**src/rtl/fetch_sequencer_pkg.sv**
```systemverilog
// Shared encodings and sizing for the instruction fetch sequencer.
package fetch_sequencer_pkg;

  typedef enum logic [1:0] {
    ST_FETCH   = 2'd0,
    ST_EXEC    = 2'd1,
    ST_RELEASE = 2'd2,
    ST_HALT    = 2'd3
  } state_t;

  localparam int ADDR_W_DEF  = 19;
  localparam int INSTR_BYTES = 4;
  localparam int PC_STEP     = 4;

endpackage

```
**src/rtl/fetch_sequencer.sv**
```systemverilog
// Byte-serial instruction fetch with run/ok decoder handshake and PC ownership.
// Optional retire counter port enabled by defining FETCH_RETIRE_CNT_EN.
module fetch_sequencer
  import fetch_sequencer_pkg::*;
#(
  parameter logic [31:0] RESET_PC = 32'h0000_0000,
  parameter int          ADDR_W   = ADDR_W_DEF
) (
  input  logic              clk,
  input  logic              rst,
  input  logic [7:0]        MMemory_rdata,
  output logic [ADDR_W-1:0] MMemory_raddr,
  output logic [31:0]       instr,
  output logic              run,
  input  logic              ok,
  input  logic [31:0]       PC_decode_wdata,
  input  logic              PC_decode_wren,
  input  logic              intr,
  output logic [31:0]       pc,
  output logic              halted
`ifdef FETCH_RETIRE_CNT_EN
  ,
  output logic [31:0]       retire_count
`endif
);

  state_t      state_r;
  state_t      state_nxt_s;
  logic [2:0]  k_r;
  logic [31:0] tgt_r;
  logic        tgt_vld_r;
  logic [31:0] pc_nxt_s;

  // State register.
  always_ff @(posedge clk) begin
    if (rst) begin
      state_r <= ST_FETCH;
    end else begin
      state_r <= state_nxt_s;
    end
  end

  // Next-state decode and the PC chosen at instruction completion.
  always_comb begin
    state_nxt_s = state_r;
    pc_nxt_s    = pc + 32'(PC_STEP);
    // A strobe coincident with ok is the newest target, so it beats the latch.
    if (PC_decode_wren) begin
      pc_nxt_s = PC_decode_wdata;
    end else if (tgt_vld_r) begin
      pc_nxt_s = tgt_r;
    end else begin
      pc_nxt_s = pc + 32'(PC_STEP);
    end
    case (state_r)
      ST_FETCH: begin
        if (k_r == 3'(INSTR_BYTES)) state_nxt_s = ST_EXEC;
        else                        state_nxt_s = ST_FETCH;
      end
      ST_EXEC: begin
        if (ok) state_nxt_s = intr ? ST_HALT : ST_RELEASE;
        else    state_nxt_s = ST_EXEC;
      end
      ST_RELEASE: begin
        if (!ok) state_nxt_s = ST_FETCH;
        else     state_nxt_s = ST_RELEASE;
      end
      ST_HALT: state_nxt_s = ST_HALT;
      default: state_nxt_s = ST_FETCH;
    endcase
  end

  // Fetch datapath, handshake outputs, PC and redirect latch.
  always_ff @(posedge clk) begin
    if (rst) begin
      pc            <= RESET_PC;
      MMemory_raddr <= RESET_PC[ADDR_W-1:0];
      instr         <= 32'd0;
      run           <= 1'b0;
      halted        <= 1'b0;
      k_r           <= 3'd0;
      tgt_r         <= 32'd0;
      tgt_vld_r     <= 1'b0;
    end else begin
      case (state_r)
        ST_FETCH: begin
          // Memory answers one cycle late, so byte k-1 arrives while k is current.
          if (k_r != 3'd0) instr <= {MMemory_rdata, instr[31:8]};
          if (k_r < 3'd3) MMemory_raddr <= pc[ADDR_W-1:0] + ADDR_W'(k_r + 3'd1);
          if (k_r == 3'(INSTR_BYTES)) begin
            run <= 1'b1;
            k_r <= 3'd0;
          end else begin
            k_r <= k_r + 3'd1;
          end
        end
        ST_EXEC: begin
          if (ok) begin
            run       <= 1'b0;
            pc        <= pc_nxt_s;
            tgt_vld_r <= 1'b0;
            if (intr) halted <= 1'b1;
          end else if (PC_decode_wren) begin
            tgt_r     <= PC_decode_wdata;
            tgt_vld_r <= 1'b1;
          end
        end
        ST_RELEASE: begin
          if (!ok) begin
            MMemory_raddr <= pc[ADDR_W-1:0];
            k_r           <= 3'd0;
          end
        end
        ST_HALT: begin
        end
        default: begin
        end
      endcase
    end
  end

`ifdef FETCH_RETIRE_CNT_EN
  // Count every instruction the decoder completes, the halting one included.
  always_ff @(posedge clk) begin
    if (rst) begin
      retire_count <= 32'd0;
    end else if (state_r == ST_EXEC && ok) begin
      retire_count <= retire_count + 32'd1;
    end
  end
`endif

endmodule

```
**config.mk**
```make
export PLATFORM = sky130hd
export DESIGN_NAME = fetch_sequencer
export DESIGN_NICKNAME = d
export VERILOG_FILES = /design/src/rtl/fetch_sequencer_pkg.sv /design/src/rtl/fetch_sequencer.sv
export SDC_FILE = /design/constraint.sdc
export NUM_CORES = 1
export LEC_CHECK = 0
export CORE_ASPECT_RATIO = 1.4
export CORE_MARGIN = 2
export CORE_UTILIZATION = 45
export CTS_BUF_LIST = sky130_fd_sc_hd__clkbuf_4 sky130_fd_sc_hd__clkbuf_8
export DETAILED_ROUTE_END_ITERATION = 16
export PLACE_DENSITY = 0.72
export SLEW_MARGIN = 5
export SYNTH_ARGS = -nofsm -noshare
export SYNTH_HDL_FRONTEND = slang
export SYNTH_SLANG_ARGS = --single-unit
```
**constraint.sdc**
```tcl
create_clock -name clk -period 2.92 [get_ports clk]
set_input_delay 0.73 -clock clk [delete_from_list [all_inputs] [get_ports clk]]
set_output_delay 0.73 -clock clk [all_outputs]
set_load 0.03 [all_outputs]
```
# ---- After elaboration in Yosys (flattened, before gate mapping)
# Cells that the tools add are included.
dict set report word_totals {
  regBits 123
  input_bits 45
  output_inout_bits 85
  elab_cells 54
}
dict set report classes {
  add_sub_neg 4
  n_lt_le_gt_ge 1
  eq_ne 8
  n_mux 18
  n_bitwise 1
  n_reduce_logical 13
}
# cell n
set ops {}
lappend ops {{2-to-1 mux 32 bit} 2}
lappend ops {{2-to-1 mux 19 bit} 2}
lappend ops {{one-hot mux 19 bit (2 select lines)} 1}
lappend ops {{adder 32 x 3 -> 32 bit (second input constant)} 1}
lappend ops {{adder 19 x 4 -> 19 bit} 1}
lappend ops {{AND reduction 3 bit} 4}
lappend ops {{!= test 2 bit (second input constant)} 4}
lappend ops {{one-hot mux 2 bit (4 select lines)} 1}
lappend ops {{AND reduction 2 bit} 4}
lappend ops {{2-to-1 mux 1 bit} 6}
lappend ops {{2-to-1 mux 3 bit} 2}
lappend ops {{one-hot mux 3 bit (2 select lines)} 1}
lappend ops {{nonzero test 2 bit} 3}
lappend ops {{adder 3 x 1 -> 4 bit (second input constant)} 1}
lappend ops {{equality test 2 bit (second input constant)} 2}
lappend ops {{2-to-1 mux 2 bit} 2}
lappend ops {{adder 3 x 1 -> 3 bit (second input constant)} 1}
lappend ops {{equality test 3 bit (second input constant)} 1}
lappend ops {{less-than comparator 3 x 2 -> 1 bit (second input constant)} 1}
lappend ops {{nonzero test 3 bit} 1}
lappend ops {{equality test 2 x 1 -> 1 bit (second input constant)} 1}
lappend ops {{logical NOT 2 bit} 1}
lappend ops {{one-hot mux 1 bit (2 select lines)} 1}
lappend ops {{NOT 1 bit} 1}

# ---- Logic depth before layout (Yosys ltp)
# Gate-level depths: netlist (run 1).
dict set report depth {
  word_depth 4
  depth_mapped 8
  mapped_depth_nobuf 8
}

# ---- Worst setup path before layout (run 1)
# Ideal clock, no wire load.
dict set report synth_timing {
  kind {reg2reg}
  startpoint {reg pc[5]}
  endpoint {reg pc[31]}
  setup_time_ns 0.062
  arrival_time_ns 2.445
  t_required_ns 2.858
  slack_ns 0.413
  stages_incl_launch_ff 8
  path_buffers 2
  period_less_slack_ns 2.507
  path_cell_list {dfxtp_1 buf_2 nand4_4 or4_1 buf_2 or3_4 or4_1 nand3_1}
}
dict set report synth_between {
  elab_chain_cells 3
}
# element line_no
set synth_rtl {}
lappend synth_rtl {{from (decl)} fetch_sequencer.sv:19} ;# output logic [31:0] pc,
lappend synth_rtl {{from (signal assigned)} fetch_sequencer.sv:100} ;# pc <= pc_nxt_s;
lappend synth_rtl {{adder 32 x 3 -> 32 bit} fetch_sequencer.sv:53} ;# pc_nxt_s = pc + 32'(PC_STEP);
lappend synth_rtl {{2-to-1 mux 32 bit} fetch_sequencer.sv:50} ;# end else if (tgt_vld_r) begin
lappend synth_rtl {{2-to-1 mux 32 bit} fetch_sequencer.sv:48} ;# if (PC_decode_wren) begin
# No other way between the ends.
# A chain may end at the register's enable or synchronous reset.

# ---- Worst setup path in the final report (run 1)
dict set report layout_timing {
  startpoint {reg pc[12]}
  endpoint {out pc[12]}
}
# No word-level cell between the ends.

==> results of run 1 <==
-- sequential cells by signal (all words and copies together), names as in the netlist --
register and flops:
instr 32, pc 32, tgt_r 32, MMemory_raddr 19, k_r 3, state_r 2
halted 1, run 1, tgt_vld_r 1
-- cells by family (layout without fill, tap and decap cells) --
logic type	count (synthesis)	after routing	share of synthesized area, %
AND/OR/NAND/NOR	320	320	24.2
AO/OA/AOI/OAI	229	229	24.2
flip-flops	123	123	41.5
buffers and inverters	71	202	4.64
XOR/XNOR	19	19	2.81
adder cells (fa/ha/maj)	7	7	1.60
multiplexers	6	6	1.01
-- tightest hold or removal path, cell delays in order, from the launching register on --
cell	delay (ns)
sky130_fd_sc_hd__dfxtp_1	0.31
sky130_fd_sc_hd__nand2_1	0.05
sky130_fd_sc_hd__a21oi_1	0.05
-- cell usage in the layout, fill, tap and decap left out, types with 3 or more instances in the layout --
master                            instances
sky130_fd_sc_hd__xnor2_1                 10
sky130_fd_sc_hd__a211oi_1                19
sky130_fd_sc_hd__clkbuf_8                20
sky130_fd_sc_hd__nor3_1                  11
sky130_fd_sc_hd__a32oi_1                  3
sky130_fd_sc_hd__a32o_1                   5
sky130_fd_sc_hd__a22o_1                   6
sky130_fd_sc_hd__a211o_1                  3
sky130_fd_sc_hd__a22oi_1                  3
sky130_fd_sc_hd__clkdlybuf4s50_1        127
sky130_fd_sc_hd__ha_1                     6
sky130_fd_sc_hd__o21a_1                   7
sky130_fd_sc_hd__o311ai_0                 7
sky130_fd_sc_hd__nand3_1                 17
sky130_fd_sc_hd__o31ai_1                 10
sky130_fd_sc_hd__dfxtp_1                123
sky130_fd_sc_hd__nor4_1                   7
sky130_fd_sc_hd__nand4_1                 10
sky130_fd_sc_hd__and3_1                   3
sky130_fd_sc_hd__o211ai_1                 6
sky130_fd_sc_hd__o21ai_0                 46
sky130_fd_sc_hd__xor2_1                   9
sky130_fd_sc_hd__a21oi_1                 88
sky130_fd_sc_hd__a21o_1                   3
sky130_fd_sc_hd__a31oi_1                  5
sky130_fd_sc_hd__inv_1                   12
sky130_fd_sc_hd__mux2i_1                  6
sky130_fd_sc_hd__nor2_1                  49
sky130_fd_sc_hd__buf_4                   27
sky130_fd_sc_hd__bufinv_16                3
sky130_fd_sc_hd__or4_1                    3
sky130_fd_sc_hd__nor2b_1                  8
sky130_fd_sc_hd__nand2_1                184
sky130_fd_sc_hd__clkinvlp_4               5
sky130_fd_sc_hd__clkinv_2                 3
sky130_fd_sc_hd__nand2b_1                 9
-- power by group through the flow --
stage               Clock [mW]  Sequential [mW]  Combinational, mW
floorplan                    0             1.95              0.299
global placement             0             1.84              0.699
detailed placement           0             1.84              0.708
CTS                       1.64             1.81              0.710
global route              1.71             1.81              0.770
finish                    1.61             1.81              0.706
-- area by class of cell --
class	count	area, um^2	share of cell area, %
timing repair buffer	158	1520	19.4
clock inverter	11	143	1.81
tap	153	191	2.43
multi-input combinational	581	3210	40.9
sequential	123	2460	31.3
clock buffer	21	283	3.60
inverter	12	45.0	0.573
-- routing by layer --
metal  vias up  share of wire (%)  track usage (%)
li1       2972                  -                -
met1      2804                 42             32.2
met2       204                 50             40.9
met3        25                6.5             5.73
met4         0                2.0             9.82
met5         -                  0                0
-- worst paths after layout --
| path | to | cells after the start |
|---|---|---|
| max | pc[12] | 1 |
| min | tgt_r[15] | 2 |
| max reg2reg | pc[31] | 5 |
| min reg2reg | tgt_r[15] | 2 |
-- per-stage QoR --
step,util (%),setup slack (ns),instance area [um^2]
after floorplan,-,0.413,5930
after global placement,57.8,0.412,7440
after detailed placement,57.8,0.341,7440
after CTS,61.1,0.437,7860
after global routing,61.1,0.336,7860
final,61.1,0.473,7860
==> flow_summary.ini, run 1 <==
[detailed_routing]
drc_errors = 0
dr_total_vias = 6005
antenna_left = 0
post_drt_via_cell_ratio = 5.67
route.final.wire_length_um = 17200
detail_route.iter0.violations = 424
firstDrtPassIters = 5
drt-wirelength-per-cell_um = 16.3

[synth]
synth_cells = 775
synth_top_area_share_pct = 41.5
asyncSetResetFlopFracSynth_pct = 0
syn_area_um2 = 5930
dominantRegCellSynth = sky130_fd_sc_hd__dfxtp_1
proportion_of_synthesized_chip_area_in_sequential_cells_pct = 41.5
synth-seq-cells = 123
ys_top_cells_by_area = sky130_fd_sc_hd__dfxtp_1, sky130_fd_sc_hd__nand2_1, sky130_fd_sc_hd__a21oi_1, sky130_fd_sc_hd__o21ai_0, sky130_fd_sc_hd__nor2_1
yosysMostFrequentCell = sky130_fd_sc_hd__nand2_1
number_of_enable_flip_flop_cells_after_synthesis = 0
netlist.top_cell.by_area = sky130_fd_sc_hd__dfxtp_1
syn_nets = 827
yosys_warnings = 0
yosys-top-cells-count = sky130_fd_sc_hd__nand2_1, sky130_fd_sc_hd__dfxtp_1, sky130_fd_sc_hd__a21oi_1, sky130_fd_sc_hd__nor2_1
ys_types = 61
synthesis.area_per_instance_um2 = 7.65

[floorplan]
dieWidth_um = 101
fp.dieArea_um2 = 14100
coreArea_um2 = 12900
placementRows = 49
num_io_pins = 130
die_h_um = 140
initial_standard_cell_utilization_of_the_core_pct = 46.0

[grt]
grt_antenna_before_repair = 0
grt_max_degree = 92
grt_pass1_vias = 5677
grt_util_all_layers_pct = 25.2
grt_pass1_wl_um = 28500
globalRouteOverflowTotal = 0

[sta]
hold_viol = 0
timing_max_transition_violations_final = 0
worstMarginPinSlew_ns = 0.961
setup_viol = 0
final.period_utilization_pct = 83.8
slew_headroom_pct = 35.9
final.setup.tns_ns = 0
rsz0062_at_grt = no
fin_hold_ws_ns = 0.455
maxClockFrequency_mhz = 409
fin_skew_ns = 0.0108
clock_period_minus_worst_slack_ns = 2.45

[pwr]
power.density_nw_per_um2 = 524
sw_frac_of_total_pct = 28.5
vdd.ir_drop.worst_mv = 0.331
power_frac_clock_pct = 39.1
pwr-share-comb_pct = 17.1
power.net_switching_mw = 1.17
leakagePower_nw = 2.71
post-layout-total-power_mw = 4.12
share_of_total_power_in_sequential_cells_pct = 43.8
power_report.internal_total_mw = 2.95

[cells_and_area]
layoutNonFillerInstCount = 1059
num-fill-cells = 1136
num_antenna_cells = 0
area_delta_synth_final_pct = 32.6
drive_above_1_share_pct = 8.28
finish.net_count = 945

[worst_hold_path]
launch_point_of_the_worst_hold_path = tgt_r[15]
holdCritPathClass = reg -> reg

[critical_path]
critical_path.endpoint_type = output port
cp_max_fo = 9
largest_delay_contributor_family_on_the_critical_path = buffers and inverters
worst_path_largest_cell_delay_ns = 0.75
critical-path-slowest-cell = sky130_fd_sc_hd__clkdlybuf4s50_1
required_ns = 2.19
worst-endpoint-arrival_ns = 1.72
worstSetupStartpoint = pc[12]
worstPathCellList = clkdlybuf4s50_1
r2r_setup_slack_ns = 0.47
worstSetupPathType = reg -> out
worst_r2r_startpoint = pc[6]
critical_path.startpoint_type = register
worst-path-buf-inv = 1

[clocking]
clockBufferDepth = 2
tritoncts_clock_tree = built
clock_latency_ns = 0.44
clk_pin_slew_worst_paths_ns = 0.07
htree_num_levels = 4
clock_tree.root_cell = sky130_fd_sc_hd__clkbuf_8
cts-buffers-inserted = 17
postCtsSetupRepairBufs = 0
cts_resized = 0
cts_hold_buffers = 0
cts_sink_cnt = 123

[job]
max-cap-violations = 0

[placed_design]
finalWeightedCongestion = 0.909
port_buffers = 129
place_inst = 1027
detailedPlacementHpwl_um = 12500

[outcome]
outcome = finished, final reports clean
No activity file was read; power rests on OpenSTA's default activity.
==> inputs of run 2 (changes only) <==
clock period = 2.5 ns   (was 2.92 ns; I/O delays follow)
==> run 2 against run 1 <==
Effect of this change:
- sequential share of layout area shrank 0.43 points
- final area grew 1.5%
- final cell count grew 1.5%
- clock skew is essentially flat
- global-route usage shrank 0.13 points
- critical path depth grew 1
- die area is the same
- flip-flop and latch count is the same
- register-to-register slack lost 0.27 ns
- sequential power grew 16%
- core utilization grew 0.91 points
==> flow_summary.ini, run 2 (synthesized netlist as in run 1, its figures left out) <==
[detailed_routing]
route.final.wire_length_um = 17500
post_drt_via_cell_ratio = 5.68
detail_route.iter0.violations = 323
drt-wirelength-per-cell_um = 16.3
antenna_left = 0
dr_total_vias = 6107
firstDrtPassIters = 5
drc_errors = 0

[placed_design]
finalWeightedCongestion = 0.954
place_inst = 1043
port_buffers = 129
dpl_worst_slack_ns = -0.0668
detailedPlacementHpwl_um = 12900
area_after_dpl_um2 = 7560

[pwr]
sw_frac_of_total_pct = 29.6
power_frac_clock_pct = 37.4
share_of_total_power_in_sequential_cells_pct = 44.8
power.net_switching_mw = 1.39
vdd.ir_drop.worst_mv = 0.359
power_report.internal_total_mw = 3.31
leakagePower_nw = 2.79
pwr-share-comb_pct = 17.8
post-layout-total-power_mw = 4.70
power.density_nw_per_um2 = 589

[clocking]
htree_num_levels = 4
clockBufferDepth = 2
clock_latency_ns = 0.44
cts_hold_buffers = 0
cts_sink_cnt = 123
clk_pin_slew_worst_paths_ns = 0.07
cts-buffers-inserted = 17
clock_tree.root_cell = sky130_fd_sc_hd__clkbuf_8
tritoncts_clock_tree = built

[critical_path]
worst-endpoint-arrival_ns = 1.73
r2r_setup_slack_ns = 0.20
worst_path_largest_cell_delay_ns = 0.69
cp_max_fo = 10
worst-path-buf-inv = 2
critical-path-slowest-cell = sky130_fd_sc_hd__clkdlybuf4s50_1
required_ns = 1.88
worstSetupPathType = reg -> out
critical_path.startpoint_type = register
worstPathCellList = buf_4 > clkdlybuf4s50_1
largest_delay_contributor_family_on_the_critical_path = buffers and inverters
critical_path.endpoint_type = output port

[job]
max-cap-violations = 0

[sta]
fin_hold_ws_ns = 0.452
fin_skew_ns = 0.0104
timing_max_transition_violations_final = 0
final.setup.tns_ns = 0
hold_viol = 0
worst_slack_ns = 0.150
setup_viol = 0
slew_headroom_pct = 25.9
maxClockFrequency_mhz = 425
worstMarginPinSlew_ns = 1.11
rsz0062_at_grt = no
final.period_utilization_pct = 94.0
clock_period_minus_worst_slack_ns = 2.35

[floorplan]
placementRows = 49
fp.dieArea_um2 = 14100
num_io_pins = 130
coreArea_um2 = 12900
dieWidth_um = 101
initial_standard_cell_utilization_of_the_core_pct = 46.0
die_h_um = 140

[cells_and_area]
largest_registers = instr (32), pc (32), tgt_r (32)
finish.net_count = 961
drive_above_1_share_pct = 10.5
share_of_the_core_filled_with_cells_in_the_final_layout_pct = 62.0
num_antenna_cells = 0
area_delta_synth_final_pct = 34.6
final_area_um2 = 7980
layout.cells.most_common = sky130_fd_sc_hd__nand2_1
layoutNonFillerInstCount = 1075
commonest_cells_after_routing_fill_and_taps_aside = sky130_fd_sc_hd__nand2_1, sky130_fd_sc_hd__clkdlybuf4s50_1, sky130_fd_sc_hd__dfxtp_1

[grt]
grt_util_all_layers_pct = 25.0
grt_antenna_before_repair = 0
globalRouteOverflowTotal = 0
grt_max_degree = 62
grt_pass1_wl_um = 28200
grt_pass1_vias = 5729

[worst_hold_path]
holdCritPathClass = reg -> reg

[outcome]
outcome = finished, final reports clean
run 2: area by class of cell:
class                   instances  area (um^2)
repair buffers                174         1640
multi-input cells             581         3230
fillers                      1149         4890
well taps                     153          191
clock inverters                13          145
flip-flops and latches        123         2460
clock buffers                  19          255
inverters                      12         45.0
run 2: routing by layer:
layer / vias up / global-route usage (%) / part of all wire (%)
met5: - / 0 / 0
met4: 0 / 9.67 / 2.2
met3: 32 / 7.43 / 7.8
met2: 249 / 41.8 / 49
met1: 2824 / 29.9 / 41
li1: 3002 / - / -
run 2: worst paths after layout:
kind	from	endpoint	cells after the start
max reg2reg	pc[12]	pc[31]	5
max	pc[4]	pc[4]	2
min	tgt_r[6]	tgt_r[6]	2
min reg2reg	tgt_r[6]	tgt_r[6]	2
run 2: worst register-to-register path: cells and delay by family, from the launching register on:
kind	cells	cell delay (ns)
AND/OR/NAND/NOR	5	1.71
flip-flops	1	0.54
run 2: timing repair:
item | 4_1_cts | 5_1_grt
setup buffers | 0 | 0
resized for setup | 0 | 4
endpoints found under the setup margin | 0 | 5
run 2: power by group through the flow:
stage | Sequential (mW) | Combinational, mW | Clock (mW)
final | 2.10 | 0.838 | 1.76
after global routing | 2.11 | 0.914 | 1.88
after CTS | 2.10 | 0.843 | 1.80
after detailed placement | 2.15 | 0.839 | 0
after global placement | 2.14 | 0.824 | 0
after floorplan | 2.28 | 0.349 | 0
==> inputs of run 3 (changes only) <==
TNS_END_PERCENT = 5   (was not set)
==> results of run 3 <==
The final DEF is identical to that of run 2; final timing and power are the same.
